### src/rtl/wb_slave_pkg.sv
// Shared constants and helpers for the Wishbone control/status register slave:
// register offsets, default ID, window size and byte-lane helpers.
`timescale 1ns/1ps
package wb_slave_pkg;

    localparam logic [4:0] REG_ID       = 5'h00;
    localparam logic [4:0] REG_SCRATCH  = 5'h04;
    localparam logic [4:0] REG_CTRL     = 5'h08;
    localparam logic [4:0] REG_STATUS   = 5'h0C;
    localparam logic [4:0] REG_IRQ_PEND = 5'h10;
    localparam logic [4:0] REG_IRQ_MASK = 5'h14;
    localparam logic [4:0] REG_CYCLE    = 5'h18;
    localparam logic [4:0] REG_ERRCNT   = 5'h1C;

    localparam logic [31:0] ID_VALUE_DEFAULT = 32'h5A11_0001;
    localparam logic [31:0] WINDOW_BYTES     = 32'd32;

    function automatic logic [31:0] sel_to_mask(input logic [3:0] sel);
        logic [31:0] m;
        m = '0;
        for (int b = 0; b < 4; b++) begin
            m[8*b +: 8] = {8{sel[b]}};
        end
        return m;
    endfunction

    function automatic logic is_read_only(input logic [4:0] off);
        return (off == REG_ID) || (off == REG_STATUS) ||
               (off == REG_CYCLE) || (off == REG_ERRCNT);
    endfunction

endpackage

### src/rtl/event_sync_edge.sv
// Two-flop synchronizer followed by a rising-edge detector with a registered
// one-cycle pulse; the synchronized level is also exported for plain status use.
`timescale 1ns/1ps
module event_sync_edge #(
    parameter int W = 1
) (
    input  logic         i_clk,
    input  logic         i_reset,
    input  logic [W-1:0] i_async,
    output logic [W-1:0] o_sync,
    output logic [W-1:0] o_rise
);

    logic [W-1:0] meta_q;
    logic [W-1:0] sync_q;
    logic [W-1:0] prev_q;
    logic [W-1:0] rise_q;

    always_ff @(posedge i_clk or negedge i_reset) begin
        if (!i_reset) begin
            meta_q <= '0;
            sync_q <= '0;
            prev_q <= '0;
            rise_q <= '0;
        end else begin
            meta_q <= i_async;
            sync_q <= meta_q;
            prev_q <= sync_q;
            rise_q <= sync_q & ~prev_q;
        end
    end

    assign o_sync = sync_q;
    assign o_rise = rise_q;

endmodule

### src/rtl/wb_reg_slave.sv
// Wishbone classic slave with a 32-byte control/status register window.
// Every accepted access gets exactly one registered ack or err pulse.
`timescale 1ns/1ps
module wb_reg_slave
    import wb_slave_pkg::*;
#(
    parameter logic [31:0] BASE_ADDR = 32'h0000_0000,
    parameter logic [31:0] ID_VALUE  = ID_VALUE_DEFAULT,
    parameter int          EVENT_W   = 8
) (
    input  logic               i_clk,
    input  logic               i_reset,
    input  logic [31:0]        s_wb_adr_i,
    input  logic [31:0]        s_wb_dat_i,
    output logic [31:0]        s_wb_dat_o,
    input  logic               s_wb_we_i,
    input  logic [3:0]         s_wb_sel_i,
    input  logic               s_wb_stb_i,
    input  logic               s_wb_cyc_i,
    output logic               s_wb_ack_o,
    output logic               s_wb_err_o,
    input  logic [31:0]        i_status,
    input  logic [EVENT_W-1:0] i_event,
    output logic [31:0]        o_ctrl,
    output logic               o_irq
);

    logic [31:0]        status_sync;
    logic [31:0]        status_rise_unused;
    logic [EVENT_W-1:0] event_sync_unused;
    logic [EVENT_W-1:0] event_rise;

    event_sync_edge #(.W(32)) u_status_sync (
        .i_clk   (i_clk),
        .i_reset (i_reset),
        .i_async (i_status),
        .o_sync  (status_sync),
        .o_rise  (status_rise_unused)
    );

    event_sync_edge #(.W(EVENT_W)) u_event_sync (
        .i_clk   (i_clk),
        .i_reset (i_reset),
        .i_async (i_event),
        .o_sync  (event_sync_unused),
        .o_rise  (event_rise)
    );

    logic               ack_q, ack_d;
    logic               err_q, err_d;
    logic [31:0]        dat_q, dat_d;
    logic [31:0]        scratch_q, scratch_d;
    logic [31:0]        ctrl_q, ctrl_d;
    logic [31:0]        mask_q, mask_d;
    logic [EVENT_W-1:0] pend_q, pend_d;
    logic [31:0]        cycle_q, cycle_d;
    logic [31:0]        errcnt_q, errcnt_d;

    // Subtracting the base first keeps the window check correct for any BASE_ADDR.
    logic [31:0]        offset;
    logic [4:0]         reg_off;
    logic               in_window;
    logic               access_bad;
    logic               accept;
    logic               do_write;
    logic [31:0]        wmask;
    logic [31:0]        rdata;
    logic [31:0]        pend_ext;
    logic [EVENT_W-1:0] w1c_bits;

    assign offset     = s_wb_adr_i - BASE_ADDR;
    assign reg_off    = offset[4:0];
    assign in_window  = offset < WINDOW_BYTES;
    assign access_bad = ~in_window | (|s_wb_adr_i[1:0]) |
                        (s_wb_we_i & is_read_only(reg_off));
    assign accept     = s_wb_cyc_i & s_wb_stb_i & ~ack_q & ~err_q;
    assign do_write   = accept & ~access_bad & s_wb_we_i;
    assign wmask      = sel_to_mask(s_wb_sel_i);

    always_comb begin
        pend_ext = '0;
        pend_ext[EVENT_W-1:0] = pend_q;
    end

    always_comb begin
        rdata = '0;
        case (reg_off)
            REG_ID:       rdata = ID_VALUE;
            REG_SCRATCH:  rdata = scratch_q;
            REG_CTRL:     rdata = ctrl_q;
            REG_STATUS:   rdata = status_sync;
            REG_IRQ_PEND: rdata = pend_ext;
            REG_IRQ_MASK: rdata = mask_q;
            REG_CYCLE:    rdata = cycle_q;
            REG_ERRCNT:   rdata = errcnt_q;
            default:      rdata = '0;
        endcase
    end

    always_comb begin
        ack_d     = accept & ~access_bad;
        err_d     = accept & access_bad;
        dat_d     = (ack_d & ~s_wb_we_i) ? rdata : '0;
        scratch_d = scratch_q;
        ctrl_d    = ctrl_q;
        mask_d    = mask_q;
        w1c_bits  = '0;
        if (do_write) begin
            case (reg_off)
                REG_SCRATCH:  scratch_d = (scratch_q & ~wmask) | (s_wb_dat_i & wmask);
                REG_CTRL:     ctrl_d    = (ctrl_q & ~wmask) | (s_wb_dat_i & wmask);
                REG_IRQ_MASK: mask_d    = (mask_q & ~wmask) | (s_wb_dat_i & wmask);
                REG_IRQ_PEND: w1c_bits  = s_wb_dat_i[EVENT_W-1:0] & wmask[EVENT_W-1:0];
                default:      ;
            endcase
        end
        // A fresh edge outranks a simultaneous clear of the same bit.
        pend_d   = (pend_q & ~w1c_bits) | event_rise;
        cycle_d  = cycle_q + 32'd1;
        errcnt_d = (err_d && (errcnt_q != 32'hFFFF_FFFF)) ? errcnt_q + 32'd1 : errcnt_q;
    end

    always_ff @(posedge i_clk or negedge i_reset) begin
        if (!i_reset) begin
            ack_q     <= 1'b0;
            err_q     <= 1'b0;
            dat_q     <= '0;
            scratch_q <= '0;
            ctrl_q    <= '0;
            mask_q    <= '0;
            pend_q    <= '0;
            cycle_q   <= '0;
            errcnt_q  <= '0;
        end else begin
            ack_q     <= ack_d;
            err_q     <= err_d;
            dat_q     <= dat_d;
            scratch_q <= scratch_d;
            ctrl_q    <= ctrl_d;
            mask_q    <= mask_d;
            pend_q    <= pend_d;
            cycle_q   <= cycle_d;
            errcnt_q  <= errcnt_d;
        end
    end

    assign s_wb_ack_o = ack_q;
    assign s_wb_err_o = err_q;
    assign s_wb_dat_o = dat_q;
    assign o_ctrl     = ctrl_q;
    assign o_irq      = |(pend_q & mask_q[EVENT_W-1:0]);

endmodule

### config.mk
export PLATFORM = sky130hd
export DESIGN_NAME = wb_reg_slave
export DESIGN_NICKNAME = d
export VERILOG_FILES = /design/src/rtl/wb_slave_pkg.sv /design/src/rtl/event_sync_edge.sv /design/src/rtl/wb_reg_slave.sv
export SDC_FILE = /design/constraint.sdc
export NUM_CORES = 1
export LEC_CHECK = 0
export ABC_AREA = 1
export CAP_MARGIN = 25
export CORE_ASPECT_RATIO = 0.8
export CORE_MARGIN = 4
export CORE_UTILIZATION = 57
export CTS_BUF_LIST = sky130_fd_sc_hd__clkbuf_8
export CTS_CLUSTER_DIAMETER = 30
export CTS_CLUSTER_SIZE = 24
export DETAILED_ROUTE_END_ITERATION = 8
export HOLD_SLACK_MARGIN = 0.03
export PLACE_DENSITY = 0.83
export SYNTH_ARGS = -nofsm -noshare
export SYNTH_HDL_FRONTEND = slang
export SYNTH_SLANG_ARGS = --single-unit
### constraint.sdc
create_clock -name i_clk -period 2.5 [get_ports i_clk]
set_clock_uncertainty 0.05 [all_clocks]
set_input_delay 0.375 -clock i_clk [delete_from_list [all_inputs] [get_ports i_clk]]
set_output_delay 0.375 -clock i_clk [all_outputs]
set_load 0.1 [all_outputs]
-- Yosys cells after proc, flatten, opt, wreduce, memory -nomap -nowiden
Cells that the tools add are included.
- memories: 0
- register bits after elaboration: 298
- bits in latches: 0
- bits in writable memories: 0
- output and inout port bits: 67
- memory bits (read-only): 0
- divide/modulo/power cells: 0
- multipliers: 0
- reduce and logical (&&, ||, !) cells: 10
- bitwise logic cells: 30
- $add $sub $neg: 2
- shifts and indexed selects: 0
- multiplexer cells: 4
- $lt $le $gt $ge: 1
- equal/unequal tests: 8
- operators with widths (operator ; number):
    32-bit case mux with 8 select lines ; 1
    32-bit bitwise AND ; 4
    32-bit bitwise OR ; 3
    32-bit by 1-bit adder with 32-bit output, second input constant ; 2
    8-bit bitwise AND ; 4
    32-bit by 6-bit less-than comparator with 1-bit output, second input constant ; 1
    32-bit 2-to-1 mux ; 1
    32-bit != test, second input constant ; 1
    32-bit inverter ; 1
    5-bit equality test, second input constant ; 4
    8-bit 2-to-1 mux ; 2
    8-bit inverter ; 2
    5-bit by 4-bit equality test with 1-bit output, second input constant ; 2
    1-bit bitwise AND ; 8
    8-bit bitwise OR ; 1
    8-bit OR reduction ; 1
    2-bit AND reduction ; 3
    5-bit by 3-bit equality test with 1-bit output, second input constant ; 1
    5-bit zero test ; 1
    1-bit inverter ; 5
    1-bit logical OR ; 3
    1-bit bitwise OR ; 2
    2-bit OR reduction ; 1
    1-bit logical AND ; 1

-- Longest topological paths before layout
Gate-level depths: netlist of the first run.
- depth in word-level cells: 13
- gate-level depth with buffers: 11
- gate-level depth less buffers: 11

-- Modules after synthesis
From an unflattened synthesis of the first run, not the netlist that was laid out.
- cell total of the unflattened synthesis: 1573
- area, all modules: 14906.8 um^2
- by module, submodules not included (module ; area an instance (um^2) ; sequential area each (um^2) ; cells each ; instances):
    wb_reg_slave ; 10502.6 ; 5054.8 ; 1333 ; 1
    event_sync_edge at u_status_sync ; 3523.4 ; 3203.1 ; 192 ; 1
    event_sync_edge at u_event_sync ; 880.8 ; 800.8 ; 48 ; 1

-- Least setup slack after synthesis of the first run
No wires, ideal clock.
- kind: reg-to-reg
- start: register err_q (netlist: s_wb_err_o)
- end: register errcnt_q[19]
- setup slack: 0.373 ns
- library setup time: 0.118 ns
- data required time: 2.332 ns
- data arrival time: 1.959 ns
- cell stages (with the launch flop): 7
- cell sequence: dfrtp_1 nor3_1 a21boi_4 nand2_4 buf_4 nand2_1 nand2_1
- longest elaborated chain between the ends: 4
- RTL lines (what ; line ; source):
    from (decl) ; wb_reg_slave.sv:50 ; logic err_q, err_d;
    from (signal assigned) ; wb_reg_slave.sv:136 ; err_q <= err_d;
    1-bit inverter ; wb_reg_slave.sv:76 ; assign accept = s_wb_cyc_i & s_wb_stb_i & ~ack_q & ~err_q;
    1-bit bitwise AND ; wb_reg_slave.sv:76 ;
    1-bit bitwise AND ; wb_reg_slave.sv:102 ; err_d = accept & access_bad;
    1-bit logical AND ; wb_reg_slave.sv:120 ; errcnt_d = (err_d && (errcnt_q != 32'hFFFF_FFFF)) ? errcnt_q + 32'd1 : errcnt_q;
    to (signal assigned) ; wb_reg_slave.sv:143 ; errcnt_q <= errcnt_d;
    to (decl) ; wb_reg_slave.sv:57 ; logic [31:0] errcnt_q, errcnt_d;
Every way passes these cells.
A chain may end at the register's enable or synchronous reset.

-- Worst setup path after layout of the first run
- start: register pend_q[1]
- end: output port o_irq
- longest elaborated chain between the ends: 2
- RTL lines (what ; line ; source):
    from (decl) ; wb_reg_slave.sv:55 ; logic [EVENT_W-1:0] pend_q, pend_d;
    from (signal assigned) ; wb_reg_slave.sv:141 ; pend_q <= pend_d;
    8-bit bitwise AND ; wb_reg_slave.sv:151 ; assign o_irq = |(pend_q & mask_q[EVENT_W-1:0]);
    8-bit OR reduction ; wb_reg_slave.sv:151 ;
    to (decl) ; wb_reg_slave.sv:25 ; output logic o_irq
Every way passes these cells.

==> results.json, run 1 <==
{
  "crit_type": "flip-flop to output pin",
  "syn_area_mm2": 0.0130,
  "fillers": 1681,
  "power_density_mw_per_mm2": 614,
  "layout.area.seq_mm2": 0.00746,
  "wire_per_inst_um": 18.0,
  "cts.repair.resized": 0,
  "core_mm2": 0.0224,
  "postSynthAreaPerCell_um2": 9.00,
  "worstMarginPinSlew_ns": 0.649,
  "hp-class": "input port to flip-flop",
  "synthCells": 1441,
  "antenna_found_initial": 0,
  "gp_congestion": 0.947,
  "stdcell_count": 2014,
  "area_growth_pct": 25.6,
  "initial_utilization": 0.578,
  "synth_top_area_cell": "dfrtp_1",
  "clkLatencyLatePin_ns": 0.59,
  "maxCapViolations": 0,
  "yosysWarnings": 0,
  "cts.clk_slew.worst_paths_ns": 0.07,
  "ioPinCount": 180,
  "port_buffers": 179,
  "endpoint_kind": "output pin",
  "cts-root-to-sink-buffers": 3,
  "drc": 0,
  "slew_viol_final": 0,
  "ir_drop_mv": 0.520,
  "synth.top_cell.area_share": 0.575,
  "rows": 49,
  "cts_buffers": 46,
  "nets": 1785,
  "pre_cts_ws_ns": -0.0192,
  "grt_max_degree": 88,
  "max_freq_mhz": 438,
  "grt_pass1_wl_um": 57400,
  "relSlewSlack": 0.566,
  "cts_tree": "done",
  "drive_above_1_share": 0.141,
  "finalSetupViolations": 0,
  "multi_input_area_mm2": 0.00489,
  "rsz0062_at_grt": "false",
  "grt_overflow": 0,
  "status": "finished clean",
  "cts-root-buf": "clkbuf_8",
  "drtAntennaViolNets": 0,
  "grtUsageTotal": 0.290,
  "power_leakage_nw": 7.82,
  "vias": 11195,
  "yosysUniqueCellTypes": 42,
  "place_area_mm2": 0.0153,
  "first_pass_iters": 6,
  "postLayoutCellArea_mm2": 0.0163,
  "synth_area_leaders": "dfrtp_1 57%, nand2_1 14%, nand3_1 6.6%",
  "startpoint_type": "flip-flop",
  "cts.sinks": 298,
  "drtIter0Drc": 1210,
  "synth_fp_nets": 1556,
  "crit_required_ns": 2.08,
  "finalWirelength_um": 36300,
  "ys_ff_latch": 298,
  "viasPerCell": 5.56,
  "hold_viol_final": 0,
  "n_antenna_cell": 0,
  "setup_ws_ns": 0.216,
  "crit_arrival_ns": 1.86,
  "htreeDepth": 2,
  "period_needed_ns": 2.28,
  "yosysSeqAreaShare": 0.575,
  "crit_path_max_fanout": 2,
  "die_h_um": 143,
  "post-place-cells": 1927,
  "period_share": 0.914,
  "grt_pass1_vias": 10937,
  "hpwlAfterDp_um": 26100,
  "die_area_mm2": 0.0252,
  "die_w_um": 177
}
[critical path: stages, from the launching register on]
cell and delay, ns:
dfrtp_1 0.39, inv_1 0.08, o22ai_1 0.13, a221oi_1 0.26, nand3_1 0.15, buf_4 0.26
[synthesized netlist by cell type (all sizes together)]
| master | n |
|---|---|
| a21boi | 1 |
| o21ai | 29 |
| o2111ai | 5 |
| nand4 | 10 |
| nor4 | 4 |
| ha | 2 |
| o21bai | 5 |
| a211oi | 12 |
| buf | 35 |
| nand3b | 1 |
| nand3 | 184 |
| nor3 | 36 |
| xor2 | 56 |
| o211ai | 2 |
| a21oi | 26 |
| dfrtp | 298 |
| clkbuf | 17 |
| nand2 | 486 |
| o22ai | 11 |
| a221oi | 1 |
| and2 | 1 |
| nor2 | 126 |
| xnor2 | 3 |
| clkinv | 1 |
| inv | 85 |
| a22o | 4 |
[through the flow]
step	power (mW)	hold WS (ns)	TNS, ns	util
after global routing	10.4	0.140	0	0.726
after floorplan	5.29	0.0294	0	-
final	10.0	0.164	0	0.726
after detailed placement	5.72	0.271	-0.0688	0.681
after CTS	10.1	0.141	0	0.726
after global placement	5.70	0.270	0	0.681
[power breakdown]
group / internal (mW) / switching, mW
sequential: 4.94 / 0.0834
clock: 2.19 / 2.17
combinational: 0.272 / 0.342
total: 7.40 / 2.60
[layer usage]
metal | wire, um | global-route usage | vias to the layer above
li1 | - | - | 5143
met3 | 3900 | 0.0733 | 76
met1 | 15300 | 0.417 | 5402
met4 | 881 | 0.0871 | 0
met2 | 16200 | 0.443 | 574
met5 | 0 | 0 | -
[timing repair]
item                                   in CTS  in global routing
setup buffers                               0                  0
hold buffers                                1                  0
endpoints found under the hold margin      47                  0
[cells in the final DEF (no fill, tap or decap), types with 9 or more instances in the layout]
cell	n
buf_4	105
o22ai_1	11
nand3_1	171
clkbuf_8	50
dfrtp_1	298
nand2_1	484
xor2_1	56
buf_12	15
clkinv_4	9
inv_1	80
clkdlybuf4s50_1	111
nand3_4	10
a21oi_1	26
nor2_1	116
a211oi_1	12
o21ai_0	24
nor3_1	36
[layout make-up]
type                    instances  share of cell area
inverters                      86              0.0198
repair buffers                233               0.137
well taps                     306              0.0235
clock buffers                  50              0.0422
flip-flops and latches        298               0.458
multi-input cells            1005               0.300
clock inverters                36              0.0198
[path summary, 6_finish.rpt]
check                                                endpoint                         startpoint  cells after the start  slack [ns]
max                                                     o_irq                pend_q[1]$_DFF_PN0_                      5        0.22
min                        u_status_sync.meta_q[13]$_DFF_PN0_                       i_status[13]                      1        0.16
max reg2reg                          errcnt_q[21]$_DFFE_PN0P_            errcnt_q[0]$_DFFE_PN0P_                      9        0.36
min reg2reg                 u_status_sync.o_sync[2]$_DFF_PN0_  u_status_sync.meta_q[2]$_DFF_PN0_                      0        0.29
max in group asynchronous          asynchronous set/reset pin                            i_reset                      3        1.35
min in group asynchronous    u_event_sync.prev_q[2]$_DFF_PN0_                            i_reset                      2        0.26
[cells by family (layout without fill, tap and decap cells)]
family | after synthesis | after routing | share of synthesized area
AND/OR/NAND/NOR | 848 | 848 | 0.290
adder cells (fa/ha/maj) | 2 | 2 | 0.00193
XOR/XNOR | 59 | 59 | 0.0398
flip-flops | 298 | 298 | 0.575
buffers and inverters | 138 | 405 | 0.0479
AO/OA/AOI/OAI | 96 | 96 | 0.0457
Power figures use the tool's default switching activity.
==> run 2, diff against run 1 <==
CORE_MARGIN = unset   (was 4)
==> run 2 against run 1 <==
Against the previous run:
- maximum frequency decreased by 0.42%
- core utilization increased by 2.4 points
- total power increased by 5.6%
- via count increased by 2.0%
- hold slack improved by 0.0025 ns
- clock-buffer cell count increased by 2
- critical endpoint is now errcnt_q[20]$_DFFE_PN0P_
- non-clock buffer count increased by 6
==> results.json, run 2 (synthesis gave the netlist of run 1 again) <==
{
  "period_share": 0.918,
  "fin_tns_setup_ns": 0,
  "worstMarginPinSlew_ns": 0.636,
  "period_needed_ns": 2.29,
  "relSlewSlack": 0.575,
  "grt_pass1_vias": 10896,
  "layout_commonest_cell": "nand2_1",
  "port_buffers": 179,
  "die_area_mm2": 0.0234,
  "vias": 11419,
  "grtUsageTotal": 0.326,
  "wire_per_inst_um": 18.2,
  "initial_utilization": 0.592,
  "core_mm2": 0.0219,
  "power_leakage_nw": 7.91,
  "drtAntennaViolNets": 0,
  "status": "finished clean",
  "viasPerCell": 5.68,
  "pre_cts_ws_ns": -0.0309,
  "grt_max_degree": 76,
  "crit_type": "flip-flop to flip-flop",
  "drc": 0,
  "setup_ws_ns": 0.206,
  "clkLatencyLatePin_ns": 0.59,
  "finalPower_mw": 10.6,
  "crit_path_max_fanout": 37,
  "worst-path-buf-inv": 1,
  "max_freq_mhz": 436,
  "cts-root-to-sink-buffers": 3,
  "cts_tree": "done",
  "ir_drop_mv": 0.489,
  "cp_slowest_cell": "dfrtp_1",
  "ioPinCount": 180,
  "antenna_found_initial": 0,
  "grt_pass1_wl_um": 57800,
  "critical_path.cell_chain": "ha_1 -> inv_1 -> nor2_2 -> nand2_1 -> nor2_4 -> nand4_4 -> nand2_4 -> nand2_1 -> nand2_1",
  "die_h_um": 137,
  "cts.clk_slew.worst_paths_ns": 0.08,
  "nets": 1791,
  "htreeDepth": 2,
  "die_w_um": 171,
  "rsz0062_at_grt": "false",
  "gp_congestion": 1.02,
  "final_cell_mix": "484 x nand2_1, 298 x dfrtp_1, 171 x nand3_1, 116 x nor2_1, 112 x buf_4",
  "hold_viol_final": 0,
  "cts.repair.resized": 0,
  "n_antenna_cell": 0,
  "power_density_mw_per_mm2": 642,
  "cp_slowest_stage_delay_ns": 0.46,
  "hp-class": "input port to flip-flop",
  "rows": 48,
  "maxCapViolations": 0,
  "post-cts-setup-buffer-count": 0,
  "hpwlAfterDp_um": 25900,
  "cts_buffers": 46,
  "area_growth_pct": 26.8,
  "cts.sinks": 298,
  "first_pass_iters": 5,
  "drtIter0Drc": 1392,
  "crit_top_cell": "nand2_1",
  "slew_viol_final": 0,
  "crit_family": "simple AND/OR/NAND/NOR gates",
  "startpoint_type": "flip-flop",
  "r2r_setup_slack_ns": 0.21,
  "utilization": 0.750,
  "endpoint_kind": "flip-flop",
  "crit_arrival_ns": 2.72,
  "finalWirelength_um": 36600,
  "drive_above_1_share": 0.142,
  "finalSetupViolations": 0,
  "crit_required_ns": 2.93,
  "cts-root-buf": "clkbuf_8",
  "grt_overflow": 0,
  "place_area_mm2": 0.0153,
  "postLayoutCellArea_mm2": 0.0164
}
run 2: changes by cell type in the layout (fill, tap and decap cells not counted), sizes merged:
cell      change
bufinv        +6
buf           +6
inv           -1
clkinv        -8
clkinvlp      -1
clkbuf        +2
run 2: power breakdown:
group          switching (mW)  leakage [nW]  internal, mW
Sequential             0.0864          3.89          4.94
Combinational           0.344          3.44         0.266
Clock                    2.09         0.579          2.83
Total                    2.53          7.91          8.03
run 2: path summary, 6_finish.rpt:
path                                                    from                                 end  depth (start not counted)
max reg2reg                          errcnt_q[0]$_DFFE_PN0P_            errcnt_q[20]$_DFFE_PN0P_                          9
max in group asynchronous                            i_reset  u_status_sync.meta_q[17]$_DFF_PN0_                          3
min                                             i_status[19]  u_status_sync.meta_q[19]$_DFF_PN0_                          1
max                                  errcnt_q[0]$_DFFE_PN0P_            errcnt_q[20]$_DFFE_PN0P_                          9
min reg2reg                u_status_sync.meta_q[6]$_DFF_PN0_   u_status_sync.o_sync[6]$_DFF_PN0_                          0
min in group asynchronous                            i_reset          asynchronous set/reset pin                          2
run 2: timing repair:
action / in CTS / in global routing
hold buffers: 1 / 0
setup endpoints to repair: 0 / 0
hold endpoints to repair: 67 / 0
run 2: final cells by class:
class	instances	area (um^2)
Sequential cell	298	7460
Clock inverter	32	423
Timing Repair Buffer	239	2260
Multi-Input combinational cell	1005	4890
Fill cell	1528	5480
Inverter	86	323
Clock buffer	52	716
Tap cell	300	375
run 2: layer usage:
layer  wire [um]  GRT usage  share of wire
met1       15200      0.465           0.41
met2       16300      0.499           0.45
met3        4300     0.0778           0.12
met4         799     0.0971          0.022
met5           0          0              0
run 2: metrics by stage:
| step | hold slack, ns | instances |
|---|---|---|
| 6_report | 0.167 | 2012 |
| 2_1_floorplan | 0.0294 | 1441 |
| 5_1_grt | 0.162 | 2012 |
| 3_5_place_dp | 0.285 | 1927 |
| 4_1_cts | 0.143 | 2012 |
| 3_3_place_gp | 0.281 | 1927 |
==> run 3, diff against run 2 <==
CELL_PAD_IN_SITES_DETAIL_PLACEMENT = 2   (was unset)
CELL_PAD_IN_SITES_GLOBAL_PLACEMENT = 2   (was unset)
CORE_UTILIZATION = 35   (was 57)
PLACE_DENSITY = 0.82   (was 0.83)
==> run 3 against run 2 <==
Against the previous run:
- critical path depth shrank 4
- first-iteration DRC count decreased by 45%
- wire length is 52% higher
- total power up 14%
==> results.json, run 3 (synthesis gave the netlist of run 1 again) <==
{
  "status": "finished clean",
  "slew_viol_final": 0,
  "worstMarginPinSlew_ns": 0.681,
  "wire_per_inst_um": 24.9,
  "ir_drop_mv": 0.554,
  "initial_utilization": 0.358,
  "hold_path_startpoint": "i_status[26]",
  "pre_cts_ws_ns": -0.0778,
  "reg2reg_depth": 11,
  "max_freq_mhz": 413,
  "crit_type": "flip-flop to output pin",
  "maxCapViolations": 0,
  "r2r_setup_slack_ns": 0.20,
  "crit_arrival_ns": 2.00,
  "hp-class": "input port to flip-flop",
  "multi_input_area_mm2": 0.00490,
  "layout.area.seq_mm2": 0.00746,
  "met1Wirelength_um": 23700,
  "vias": 12077,
  "grt_overflow": 0,
  "port_buffers": 179,
  "cts.sinks": 298,
  "setup_ws_ns": 0.0767,
  "power_density_mw_per_mm2": 703,
  "finalWirelength_um": 55600,
  "cts.clk_slew.worst_paths_ns": 0.06,
  "worst-path-buf-inv": 2,
  "cts_buffers": 69,
  "hold_slack_ns": 0.113,
  "rsz0062_at_grt": "false",
  "rows": 62,
  "first_pass_iters": 5,
  "nets": 1817,
  "die_area_mm2": 0.0378,
  "hpwlAfterDp_um": 35600,
  "gp_congestion": 0.880,
  "grt_max_degree": 71,
  "crit-reg2reg-launch": "cycle_q[0]$_DFF_PN0_",
  "cts_tree": "done",
  "startpoint_type": "flip-flop",
  "die_w_um": 217,
  "power_leakage_nw": 8.18,
  "period_share": 0.969,
  "htreeDepth": 3,
  "core_mm2": 0.0362,
  "final_cell_mix": "484 x nand2_1, 298 x dfrtp_1, 170 x nand3_1, 115 x nor2_1, 113 x buf_4",
  "crit_family": "compound AO/OA/AOI/OAI gates",
  "top_layer": "met5",
  "cp_slowest_cell": "dfrtp_1",
  "holdPathEnd": "u_status_sync.meta_q[26]$_DFF_PN0_",
  "period_needed_ns": 2.42,
  "crit_required_ns": 2.08,
  "clkLatencyLatePin_ns": 0.63,
  "drtAntennaViolNets": 0,
  "wl_met2_um": 27100,
  "hold_depth": 1,
  "drive_above_1_share": 0.160,
  "finalPower_mw": 12.0,
  "n_antenna_cell": 0,
  "grt_pass1_vias": 13807,
  "grt_pass1_wl_um": 85900,
  "hold_viol_final": 0,
  "antenna_found_initial": 1,
  "viasPerCell": 5.40,
  "drc": 0,
  "endpoint_kind": "output pin",
  "wl_met3_um": 3200,
  "cts-root-to-sink-buffers": 3,
  "relSlewSlack": 0.542,
  "cp_slowest_stage_delay_ns": 0.39,
  "layout_commonest_cell": "nand2_1",
  "die_h_um": 174,
  "cts-root-buf": "clkbuf_8",
  "r2r_end": "cycle_q[28]$_DFF_PN0_",
  "fillers": 3839,
  "area_growth_pct": 32.0,
  "drtIter0Drc": 771,
  "finalSetupViolations": 0,
  "ioPinCount": 180,
  "grtUsageTotal": 0.303,
  "crit_path_max_fanout": 2,
  "critical_path.cell_chain": "inv_1 -> o22ai_1 -> a21oi_1 -> nand3_1 -> buf_4"
}
run 3: cell types whose count changed in the layout (fill, tap and decap cells not counted), moves of 2 or more:
cell,before,now
buf_12,14,16
clkbuf_8,52,79
clkinv_2,3,13
clkinv_4,6,4
inv_1,82,90
inv_8,4,2
run 3: worst max-delay path by stage:
stage	startpoint	to	slack [ns]	depth (start not counted)
finish	pend_q[6]$_DFF_PN0_	o_irq	0.08	5
CTS	cycle_q[1]$_DFF_PN0_	cycle_q[28]$_DFF_PN0_	0.04	11
floorplan	s_wb_err_o$_DFF_PN0_	errcnt_q[19]$_DFFE_PN0P_	0.37	6
global placement	s_wb_adr_i[1]	s_wb_dat_o[26]$_DFF_PN0_	0.02	7
detailed placement	s_wb_adr_i[3]	flip-flop	-0.08	10
global route	flip-flop	o_irq	0.02	5
run 3: worst register-to-register path, delay by kind of cell, from the launching register on:
kind / cells / cell delay (ns)
adder cells (fa/ha/maj): 1 / 0.22
AND/OR/NAND/NOR: 9 / 1.41
flip-flops: 1 / 0.40
buffers and inverters: 1 / 0.11
run 3: through the flow:
| step | std cells | TNS (ns) | utilization | area (um^2) |
|---|---|---|---|---|
| floorplan | 1441 | 0 | - | 13000 |
| global placement | 2110 | 0 | 0.430 | 15600 |
| detailed placement | 2110 | -2.23 | 0.430 | 15600 |
| CTS | 2236 | 0 | 0.472 | 17100 |
| global route | 2236 | 0 | 0.473 | 17100 |
| finish | 2236 | 0 | 0.473 | 17100 |
run 3: power breakdown:
part | switching [mW] | internal [mW]
sequential | 0.110 | 4.94
combinational | 0.410 | 0.284
clock | 2.62 | 3.68
run 3: final cells by class:
class,count,area share
well taps,480,0.0351
multi-input cells,1005,0.286
repair buffers,242,0.135
inverters,86,0.0189
clock inverters,46,0.0262
clock buffers,79,0.0635
flip-flops and latches,298,0.436
run 3: routing by layer:
metal | global-route usage | vias to the layer above
met1 | 0.392 | 6345
met2 | 0.501 | 418
met5 | 0 | -
li1 | - | 5192
met4 | 0.109 | 2
met3 | 0.0646 | 120
run 3: what timing repair did:
item | in CTS | in global routing
endpoints found under the hold margin | 62 | 0
hold buffers | 1 | 0
setup endpoints to repair | 0 | 1
setup buffers | 0 | 0
resized for setup | 0 | 2
